**config.mk**
```make
export PLATFORM = sky130hd
export DESIGN_NAME = axi4lite_tohost_mailbox_flat
export DESIGN_NICKNAME = d
export VERILOG_FILES = /design/src/rtl/axi4lite_tohost_mailbox_if.sv /design/src/rtl/axi4lite_tohost_mailbox.sv /design/src/flat_wrapper.sv
export SDC_FILE = /design/constraint.sdc
export NUM_CORES = 1
export LEC_CHECK = 0
export ABC_CLOCK_PERIOD_IN_PS = 2800
export BUFFER_PORTS_ARGS = -buffer_cell sky130_fd_sc_hd__buf_2
export CAP_MARGIN = 20
export CORE_AREA = 2 2 172 174
export DETAILED_ROUTE_END_ITERATION = 16
export DIE_AREA = 0 0 174 176
export GPL_TIMING_DRIVEN = 0
export PLACE_DENSITY = 0.72
export SYNTH_ARGS = -nofsm -noshare
export SYNTH_HDL_FRONTEND = slang
export SYNTH_SLANG_ARGS = --single-unit
```
**constraint.sdc**
```tcl
create_clock -name aclk -period 2.8 [get_ports aclk]
set_clock_uncertainty 0.05 [all_clocks]
set_input_delay 0 -clock aclk [delete_from_list [all_inputs] [get_ports aclk]]
set_output_delay 0 -clock aclk [all_outputs]
set_load 0.005 [all_outputs]
```
**src/rtl/axi4lite_tohost_mailbox_if.sv**
```systemverilog
// AXI4-Lite channel bundle for the tohost mailbox window.
// Pure wiring, no latency; flow control is the standard AXI valid/ready pairs.
// The master drives the request channels and the slave drives the response channels.
interface axi4lite_tohost_mailbox_if;
   logic        awvalid;
   logic        awready;
   logic [31:0] awaddr;
   logic [2:0]  awprot;
   logic [3:0]  awcache;
   logic        wvalid;
   logic        wready;
   logic [31:0] wdata;
   logic [3:0]  wstrb;
   logic        bvalid;
   logic        bready;
   logic [1:0]  bresp;
   logic        arvalid;
   logic        arready;
   logic [31:0] araddr;
   logic [2:0]  arprot;
   logic [3:0]  arcache;
   logic        rvalid;
   logic        rready;
   logic [1:0]  rresp;
   logic [31:0] rdata;

   modport master (
      output awvalid, awaddr, awprot, awcache, wvalid, wdata, wstrb, bready,
      output arvalid, araddr, arprot, arcache, rready,
      input  awready, wready, bvalid, bresp, arready, rvalid, rresp, rdata
   );

   modport slave (
      input  awvalid, awaddr, awprot, awcache, wvalid, wdata, wstrb, bready,
      input  arvalid, araddr, arprot, arcache, rready,
      output awready, wready, bvalid, bresp, arready, rvalid, rresp, rdata
   );
endinterface

```
**src/rtl/axi4lite_tohost_mailbox.sv**
```systemverilog
// AXI4-Lite tohost/fromhost mailbox with sticky pass/fail status and a cycle counter.
// Latency: bvalid one cycle after the later of AW/W; rvalid one cycle after AR.
// Backpressure: B and R responses are held until bready/rready; AW/W/AR stall while a response is pending.
module axi4lite_tohost_mailbox #(
   parameter logic [31:0] BASE_ADDR    = 32'h0000_6000,
   parameter logic [31:0] SUCCESS_CODE = 32'd1
) (
   input  logic                             aclk,
   input  logic                             aresetn,
   axi4lite_tohost_mailbox_if.slave         axi,
   output logic                             host_done,
   output logic                             host_pass,
   output logic [31:0]                      host_code
);

   localparam logic [1:0] RESP_OKAY   = 2'b00;
   localparam logic [1:0] RESP_SLVERR = 2'b10;
   localparam logic [1:0] RESP_DECERR = 2'b11;

   typedef enum logic [1:0] {W_IDLE, W_ADDR, W_DATA, W_RESP} w_state_e;
   typedef enum logic {R_IDLE, R_RESP} r_state_e;

   typedef struct packed {
      logic [31:0] addr;
      logic [31:0] data;
      logic [3:0]  strb;
   } wr_req_t;

   w_state_e    w_state_q, w_state_d;
   r_state_e    r_state_q, r_state_d;
   wr_req_t     wr_q, wr_d, wr_eff;
   logic        awready_q, awready_d;
   logic        wready_q, wready_d;
   logic        bvalid_q, bvalid_d;
   logic [1:0]  bresp_q, bresp_d;
   logic        arready_q, arready_d;
   logic        rvalid_q, rvalid_d;
   logic [1:0]  rresp_q, rresp_d;
   logic [31:0] rdata_q, rdata_d;
   logic [31:0] tohost_q, tohost_d;
   logic [31:0] fromhost_q, fromhost_d;
   logic        done_q, done_d;
   logic        pass_q, pass_d;
   logic [31:0] code_q, code_d;
   logic [31:0] cycles_q, cycles_d;
   logic        aw_hs, w_hs, ar_hs, commit;
   logic [31:0] merged;

   function automatic logic [31:0] merge_bytes(input logic [31:0] old_val,
                                               input logic [31:0] new_val,
                                               input logic [3:0]  strb);
      logic [31:0] res;
      res = old_val;
      for (int b = 0; b < 4; b++) begin
         if (strb[b]) res[b*8 +: 8] = new_val[b*8 +: 8];
      end
      return res;
   endfunction

   function automatic logic in_window(input logic [31:0] addr);
      return addr[31:4] == BASE_ADDR[31:4];
   endfunction

   always_comb begin : write_path
      w_state_d  = w_state_q;
      wr_d       = wr_q;
      bresp_d    = bresp_q;
      tohost_d   = tohost_q;
      fromhost_d = fromhost_q;
      done_d     = done_q;
      pass_d     = pass_q;
      code_d     = code_q;
      commit     = 1'b0;
      merged     = 32'd0;
      aw_hs      = axi.awvalid && awready_q;
      w_hs       = axi.wvalid && wready_q;

      // wr_d carries the live beat when it handshakes now, else the held one.
      if (aw_hs) wr_d.addr = axi.awaddr;
      if (w_hs) begin
         wr_d.data = axi.wdata;
         wr_d.strb = axi.wstrb;
      end
      wr_eff = wr_d;

      case (w_state_q)
         W_IDLE: begin
            if (aw_hs && w_hs) begin
               commit    = 1'b1;
               w_state_d = W_RESP;
            end else if (aw_hs) begin
               w_state_d = W_ADDR;
            end else if (w_hs) begin
               w_state_d = W_DATA;
            end
         end
         W_ADDR: begin
            if (w_hs) begin
               commit    = 1'b1;
               w_state_d = W_RESP;
            end
         end
         W_DATA: begin
            if (aw_hs) begin
               commit    = 1'b1;
               w_state_d = W_RESP;
            end
         end
         W_RESP: begin
            if (axi.bready) w_state_d = W_IDLE;
         end
         default: w_state_d = W_IDLE;
      endcase

      if (commit) begin
         if (!in_window(wr_eff.addr)) begin
            bresp_d = RESP_DECERR;
         end else begin
            case (wr_eff.addr[3:2])
               2'd0: begin
                  merged   = merge_bytes(tohost_q, wr_eff.data, wr_eff.strb);
                  tohost_d = merged;
                  bresp_d  = RESP_OKAY;
                  // First nonzero value latches the verdict; later writes leave it frozen.
                  if (!done_q && merged != 32'd0) begin
                     done_d = 1'b1;
                     code_d = merged;
                     pass_d = (merged == SUCCESS_CODE);
                  end
               end
               2'd1: begin
                  fromhost_d = merge_bytes(fromhost_q, wr_eff.data, wr_eff.strb);
                  bresp_d    = RESP_OKAY;
               end
               default: bresp_d = RESP_SLVERR;
            endcase
         end
      end

      awready_d = (w_state_d == W_IDLE) || (w_state_d == W_DATA);
      wready_d  = (w_state_d == W_IDLE) || (w_state_d == W_ADDR);
      bvalid_d  = (w_state_d == W_RESP);
   end

   always_comb begin : read_path
      r_state_d = r_state_q;
      rdata_d   = rdata_q;
      rresp_d   = rresp_q;
      ar_hs     = axi.arvalid && arready_q;

      case (r_state_q)
         R_IDLE: begin
            if (ar_hs) begin
               r_state_d = R_RESP;
               if (!in_window(axi.araddr)) begin
                  rresp_d = RESP_DECERR;
                  rdata_d = 32'd0;
               end else begin
                  rresp_d = RESP_OKAY;
                  // Sources are the _q values, so a colliding write is not yet visible.
                  case (axi.araddr[3:2])
                     2'd0:    rdata_d = tohost_q;
                     2'd1:    rdata_d = fromhost_q;
                     2'd2:    rdata_d = {30'd0, pass_q, done_q};
                     default: rdata_d = cycles_q;
                  endcase
               end
            end
         end
         R_RESP: begin
            if (axi.rready) r_state_d = R_IDLE;
         end
         default: r_state_d = R_IDLE;
      endcase

      arready_d = (r_state_d == R_IDLE);
      rvalid_d  = (r_state_d == R_RESP);
   end

   assign cycles_d = cycles_q + 32'd1;

   always_ff @(posedge aclk or negedge aresetn) begin
      if (!aresetn) begin
         w_state_q  <= W_IDLE;
         r_state_q  <= R_IDLE;
         wr_q       <= '0;
         awready_q  <= 1'b1;
         wready_q   <= 1'b1;
         bvalid_q   <= 1'b0;
         bresp_q    <= RESP_OKAY;
         arready_q  <= 1'b1;
         rvalid_q   <= 1'b0;
         rresp_q    <= RESP_OKAY;
         rdata_q    <= 32'd0;
         tohost_q   <= 32'd0;
         fromhost_q <= 32'd0;
         done_q     <= 1'b0;
         pass_q     <= 1'b0;
         code_q     <= 32'd0;
         cycles_q   <= 32'd0;
      end else begin
         w_state_q  <= w_state_d;
         r_state_q  <= r_state_d;
         wr_q       <= wr_d;
         awready_q  <= awready_d;
         wready_q   <= wready_d;
         bvalid_q   <= bvalid_d;
         bresp_q    <= bresp_d;
         arready_q  <= arready_d;
         rvalid_q   <= rvalid_d;
         rresp_q    <= rresp_d;
         rdata_q    <= rdata_d;
         tohost_q   <= tohost_d;
         fromhost_q <= fromhost_d;
         done_q     <= done_d;
         pass_q     <= pass_d;
         code_q     <= code_d;
         cycles_q   <= cycles_d;
      end
   end

   assign axi.awready = awready_q;
   assign axi.wready  = wready_q;
   assign axi.bvalid  = bvalid_q;
   assign axi.bresp   = bresp_q;
   assign axi.arready = arready_q;
   assign axi.rvalid  = rvalid_q;
   assign axi.rresp   = rresp_q;
   assign axi.rdata   = rdata_q;
   assign host_done   = done_q;
   assign host_pass   = pass_q;
   assign host_code   = code_q;

   logic unused_ok;
   assign unused_ok = ^{axi.awprot, axi.awcache, axi.arprot, axi.arcache, axi.araddr[1:0],
                        wr_eff.addr[1:0]};

endmodule
```
**src/flat_wrapper.sv**
```systemverilog
// flat-port wrapper written by rule: the top's interface ports become plain ports
module axi4lite_tohost_mailbox_flat 
#(
   parameter logic [31:0] BASE_ADDR    = 32'h0000_6000,
   parameter logic [31:0] SUCCESS_CODE = 32'd1
)
  (aclk, aresetn, host_done, host_pass, host_code, axi_awvalid, axi_awaddr, axi_awprot, axi_awcache, axi_wvalid, axi_wdata, axi_wstrb, axi_bready, axi_arvalid, axi_araddr, axi_arprot, axi_arcache, axi_rready, axi_awready, axi_wready, axi_bvalid, axi_bresp, axi_arready, axi_rvalid, axi_rresp, axi_rdata);
  axi4lite_tohost_mailbox_if axi_i ();
  input  logic aclk;
  input  logic aresetn;
  output logic host_done;
  output logic host_pass;
  output logic [31:0] host_code;
  input wire logic [$bits(axi_i.awvalid)-1:0] axi_awvalid;
  input wire logic [$bits(axi_i.awaddr)-1:0] axi_awaddr;
  input wire logic [$bits(axi_i.awprot)-1:0] axi_awprot;
  input wire logic [$bits(axi_i.awcache)-1:0] axi_awcache;
  input wire logic [$bits(axi_i.wvalid)-1:0] axi_wvalid;
  input wire logic [$bits(axi_i.wdata)-1:0] axi_wdata;
  input wire logic [$bits(axi_i.wstrb)-1:0] axi_wstrb;
  input wire logic [$bits(axi_i.bready)-1:0] axi_bready;
  input wire logic [$bits(axi_i.arvalid)-1:0] axi_arvalid;
  input wire logic [$bits(axi_i.araddr)-1:0] axi_araddr;
  input wire logic [$bits(axi_i.arprot)-1:0] axi_arprot;
  input wire logic [$bits(axi_i.arcache)-1:0] axi_arcache;
  input wire logic [$bits(axi_i.rready)-1:0] axi_rready;
  output wire logic [$bits(axi_i.awready)-1:0] axi_awready;
  output wire logic [$bits(axi_i.wready)-1:0] axi_wready;
  output wire logic [$bits(axi_i.bvalid)-1:0] axi_bvalid;
  output wire logic [$bits(axi_i.bresp)-1:0] axi_bresp;
  output wire logic [$bits(axi_i.arready)-1:0] axi_arready;
  output wire logic [$bits(axi_i.rvalid)-1:0] axi_rvalid;
  output wire logic [$bits(axi_i.rresp)-1:0] axi_rresp;
  output wire logic [$bits(axi_i.rdata)-1:0] axi_rdata;
  assign axi_i.awvalid = axi_awvalid;
  assign axi_i.awaddr = axi_awaddr;
  assign axi_i.awprot = axi_awprot;
  assign axi_i.awcache = axi_awcache;
  assign axi_i.wvalid = axi_wvalid;
  assign axi_i.wdata = axi_wdata;
  assign axi_i.wstrb = axi_wstrb;
  assign axi_i.bready = axi_bready;
  assign axi_i.arvalid = axi_arvalid;
  assign axi_i.araddr = axi_araddr;
  assign axi_i.arprot = axi_arprot;
  assign axi_i.arcache = axi_arcache;
  assign axi_i.rready = axi_rready;
  assign axi_awready = axi_i.awready;
  assign axi_wready = axi_i.wready;
  assign axi_bvalid = axi_i.bvalid;
  assign axi_bresp = axi_i.bresp;
  assign axi_arready = axi_i.arready;
  assign axi_rvalid = axi_i.rvalid;
  assign axi_rresp = axi_i.rresp;
  assign axi_rdata = axi_i.rdata;
  axi4lite_tohost_mailbox #(.BASE_ADDR(BASE_ADDR), .SUCCESS_CODE(SUCCESS_CODE)) u_core (.aclk(aclk), .aresetn(aresetn), .axi(axi_i), .host_done(host_done), .host_pass(host_pass), .host_code(host_code));
endmodule
```
==> run_results.csv <==
group,metric,value,unit
synthesis,synthFlopType,"dfrtp_1",
cts,clk_latency,530,ps
run,drv_cap,0,
cells_and_area,ff_latch_area,0.00596,mm^2
place,dpl_cell_area,0.0122,mm^2
drt,wl,32800,um
timing,fin_tns_setup,-4060,ps
power,p_clk_frac,0.314,
synthesis,synth_seq_cells,238,
global_routing,grt_pass1_vias,9198,
cells_and_area,mostFrequentLayoutCell,"dfrtp_1",
run_status,status,"finished, violations left",
setup_path,cp.arrival,3350,ps
floorplan,start_util,0.378,
global_routing,grt_usage,0.211,
synthesis,post_synth.cell_area_avg,11.2,um^2
global_routing,grt_max_degree,122,
place,dp_cells,1523,
drt,drc_errors,0,
cts,cts_made_buffers,26,
timing,period_share,1.07,
synthesis,synth_top_area_frac,0.545,
drt,viasPerCell,5.27,
cells_and_area,n_fill_cell,2480,
synthesis,synthArstFlopShare,1.00,
synthesis,netlist_area,0.0108,mm^2
timing,rsz0062_at_grt,"yes",
power,pwr-share-comb,0.277,
power,seq_power_share,0.409,
synthesis,yosysUniqueCellTypes,64,
cts,clockBufferDepth,3,
power,p_per_area,735,mW/mm^2
place,portBuffers,175,
timing,min_period,2990,ps
cells_and_area,multi_input_area,0.00471,mm^2
cells_and_area,drive_gt1_frac,0.300,
timing,slew_viol_final,0,
floorplan,chipWidth,174,um
cts,clkTransAtPathRegs,60,ps
timing,finalHoldViolCount,0,
setup_path,worstPathRequired,3160,ps
drt,ant_nets,0,
setup_path,critPathKind,"reg2reg",
cells_and_area,nets,1399,
power,cellLeakagePower,7.15,nW
floorplan,core,0.0285,mm^2
synthesis,synth-edff-count,0,
timing,max-slew-margin-rel,0.417,
timing,tightest_slew,875,ps
setup_path,end_kind,"flop",
place,dpl.hpwl,22300,um
synthesis,syn_inst,962,
drt,drtIter0Drc,668,
power,intPower,7.26,mW
power,p_sw,3.39,mW
synthesis,synth_top_area_cell,"dfrtp_1",
run_status,violations,"negative setup slack",
cts,clkSinkCount,238,
drt,first_pass_iters,5,
setup_path,crit_path_max_fanout,10,
global_routing,grt_pass1_wl,50800,um
timing,setup_viol,29,
synthesis,yosys_warnings,0,
cells_and_area,postLayoutCellArea,0.0145,mm^2
floorplan,die_h,176,um
power,total_power,10.7,mW
drt,vias,8850,
setup_path,cp-start-kind,"flop",
cells_and_area,area_growth,34.4,%
global_routing,antenna_found_initial,1,
synthesis,yosys-top-cells-area,"dfrtp_1 55%, mux2_2 6.4%, mux2i_1 4.9%",
synthesis,syn-num-nets,1084,
global_routing,overflow,0,
floorplan,pin_count,196,
power,irDropWorstVdd,0.000598,V
cts,htree_levels,1,
drt,wl_per_cell,19.6,um
synthesis,ys_seq_area_frac,0.552,
cells_and_area,stdcell_count,1679,
timing,fin_ws,-186,ps
power,swShare,0.318,
floorplan,die_area,0.0306,mm^2
cts,cts_tree,"done",
timing,fmax,335,MHz
worst_hold_path,hold_path.class,"in2reg",
cells_and_area,final_cell_mix,"235 x dfrtp_1, 176 x buf_2, 138 x nand2_1",
place,routabilityCongestion,0.861,
floorplan,num_rows,62,
cts,root_buffer,"clkbuf_16",
[synthesized netlist by cell type (3+ instances only)]
cell type    n
nand3b_1     4
mux2_1       3
dfstp_2      3
a31oi_1      6
xnor2_1     22
buf_1        4
o21ai_0     79
and2_1       4
dfrtp_1    235
nor3_1      18
nor4_1      18
o22ai_1     11
mux2_4      20
or3_1        3
a21o_1       9
a21oi_1     17
buf_6        5
clkbuf_1    33
buf_2        4
nor2_1      31
and4b_1      5
mux2_2      61
xor2_1       8
nand3_1     24
a211oi_1     4
o21a_1       4
nand4_1      8
and3_1      13
o22a_1       4
inv_1       34
mux2i_1     53
nand2_1    141
a22o_1      33
[flip-flops by register name, indices dropped and copies added, names as in the netlist, 2 cells and up]
name               flops
u_core.w_state_q       2
u_core.cycles_q       32
u_core.tohost_q       32
u_core.axi.bresp       2
u_core.wr_q           66
u_core.host_code      32
u_core.fromhost_q     32
u_core.axi.rdata      32
[layout make-up]
| cell class | count | area share |
|---|---|---|
| flip-flops and latches | 238 | 0.411 |
| diodes | 1 | 0.000173 |
| multi-input cells | 641 | 0.325 |
| inverters | 35 | 0.00906 |
| well taps | 384 | 0.0331 |
| repair buffers | 293 | 0.145 |
| clock inverters | 1 | 0.00207 |
| plain buffers | 42 | 0.0195 |
| clock buffers | 44 | 0.0552 |
[power by group through the flow]
stage / Combinational, mW / Clock (mW) / Sequential [mW]
after detailed placement: 2.31 / 0 / 4.35
after floorplan: 1.53 / 0 / 4.27
after global placement: 2.25 / 0 / 4.33
after CTS: 2.78 / 3.40 / 4.33
final: 2.95 / 3.35 / 4.35
after global routing: 3.17 / 3.55 / 4.41
[worst max-delay path: stages (launching register included)]
cell	delay, ps
dfstp_2	570
buf_8	140
buf_6	160
nand3_4	120
o22a_1	230
o21a_4	160
a2111oi_4	310
nand4_1	110
buf_4	170
o31ai_4	210
buf_6	200
buf_12	150
mux2_4	300
[cell families (layout without fill, tap and decap cells)]
group / after synthesis / after routing / synth area share
DFF: 238 / 238 / 0.552
and+or+nand+nor: 285 / 285 / 0.126
adders and majority gates: 1 / 1 / 0.00116
muxes: 140 / 140 / 0.150
buffers and inverters: 83 / 415 / 0.0335
xor gates and xnor gates: 30 / 30 / 0.0244
AOI/OAI and AO/OA: 185 / 185 / 0.113
other: 0 / 1 / 0
[routing by layer]
layer  vias to the layer above  track usage  routed length (um)
met3                        75       0.0590                2690
met5                         -      0.00160                   0
met1                      4356        0.257               13000
met2                       366        0.357               15900
met4                         0       0.0798                1210
li1                       4053            -                   -
[per-stage QoR]
step | setup slack, ps | hold slack [ps] | utilization
2_1_floorplan | -32.3 | -346 | -
3_3_place_gp | -2530 | 171 | 0.426
3_5_place_dp | -800 | -169 | 0.428
4_1_cts | -216 | 22.8 | 0.502
5_1_grt | -267 | 87.5 | 0.508
6_report | -186 | 54.3 | 0.508
[timing repair]
action	CTS	global route
pin swaps	8	8
setup buffers	21	9
hold buffers	83	1
hold endpoints to repair	291	1
endpoints found under the setup margin	116	109
gates resized for setup	66	23
gates cloned	3	0
[path summary, 6_finish.rpt]
check                                            startpoint                               end  slack [ps]  depth (start not counted)
max in group asynchronous                           aresetn  u_core.axi.rdata[20]$_DFFE_PN0P_        1280                          5
min in group asynchronous                           aresetn       u_core.axi.bvalid$_DFF_PN0_         500                          4
setup reg to reg                u_core.axi.wready$_DFF_PN1_  u_core.host_code[21]$_DFFE_PN0P_        -190                         12
hold reg to reg            u_core.fromhost_q[3]$_DFFE_PN0P_  u_core.fromhost_q[3]$_DFFE_PN0P_         430                          2
hold / removal                                  axi_arvalid   u_core.axi.rdata[0]$_DFFE_PN0P_          50                          3
setup / recovery                u_core.axi.wready$_DFF_PN1_  u_core.host_code[21]$_DFFE_PN0P_        -190                         12
(Power assumes the default switching activity.)
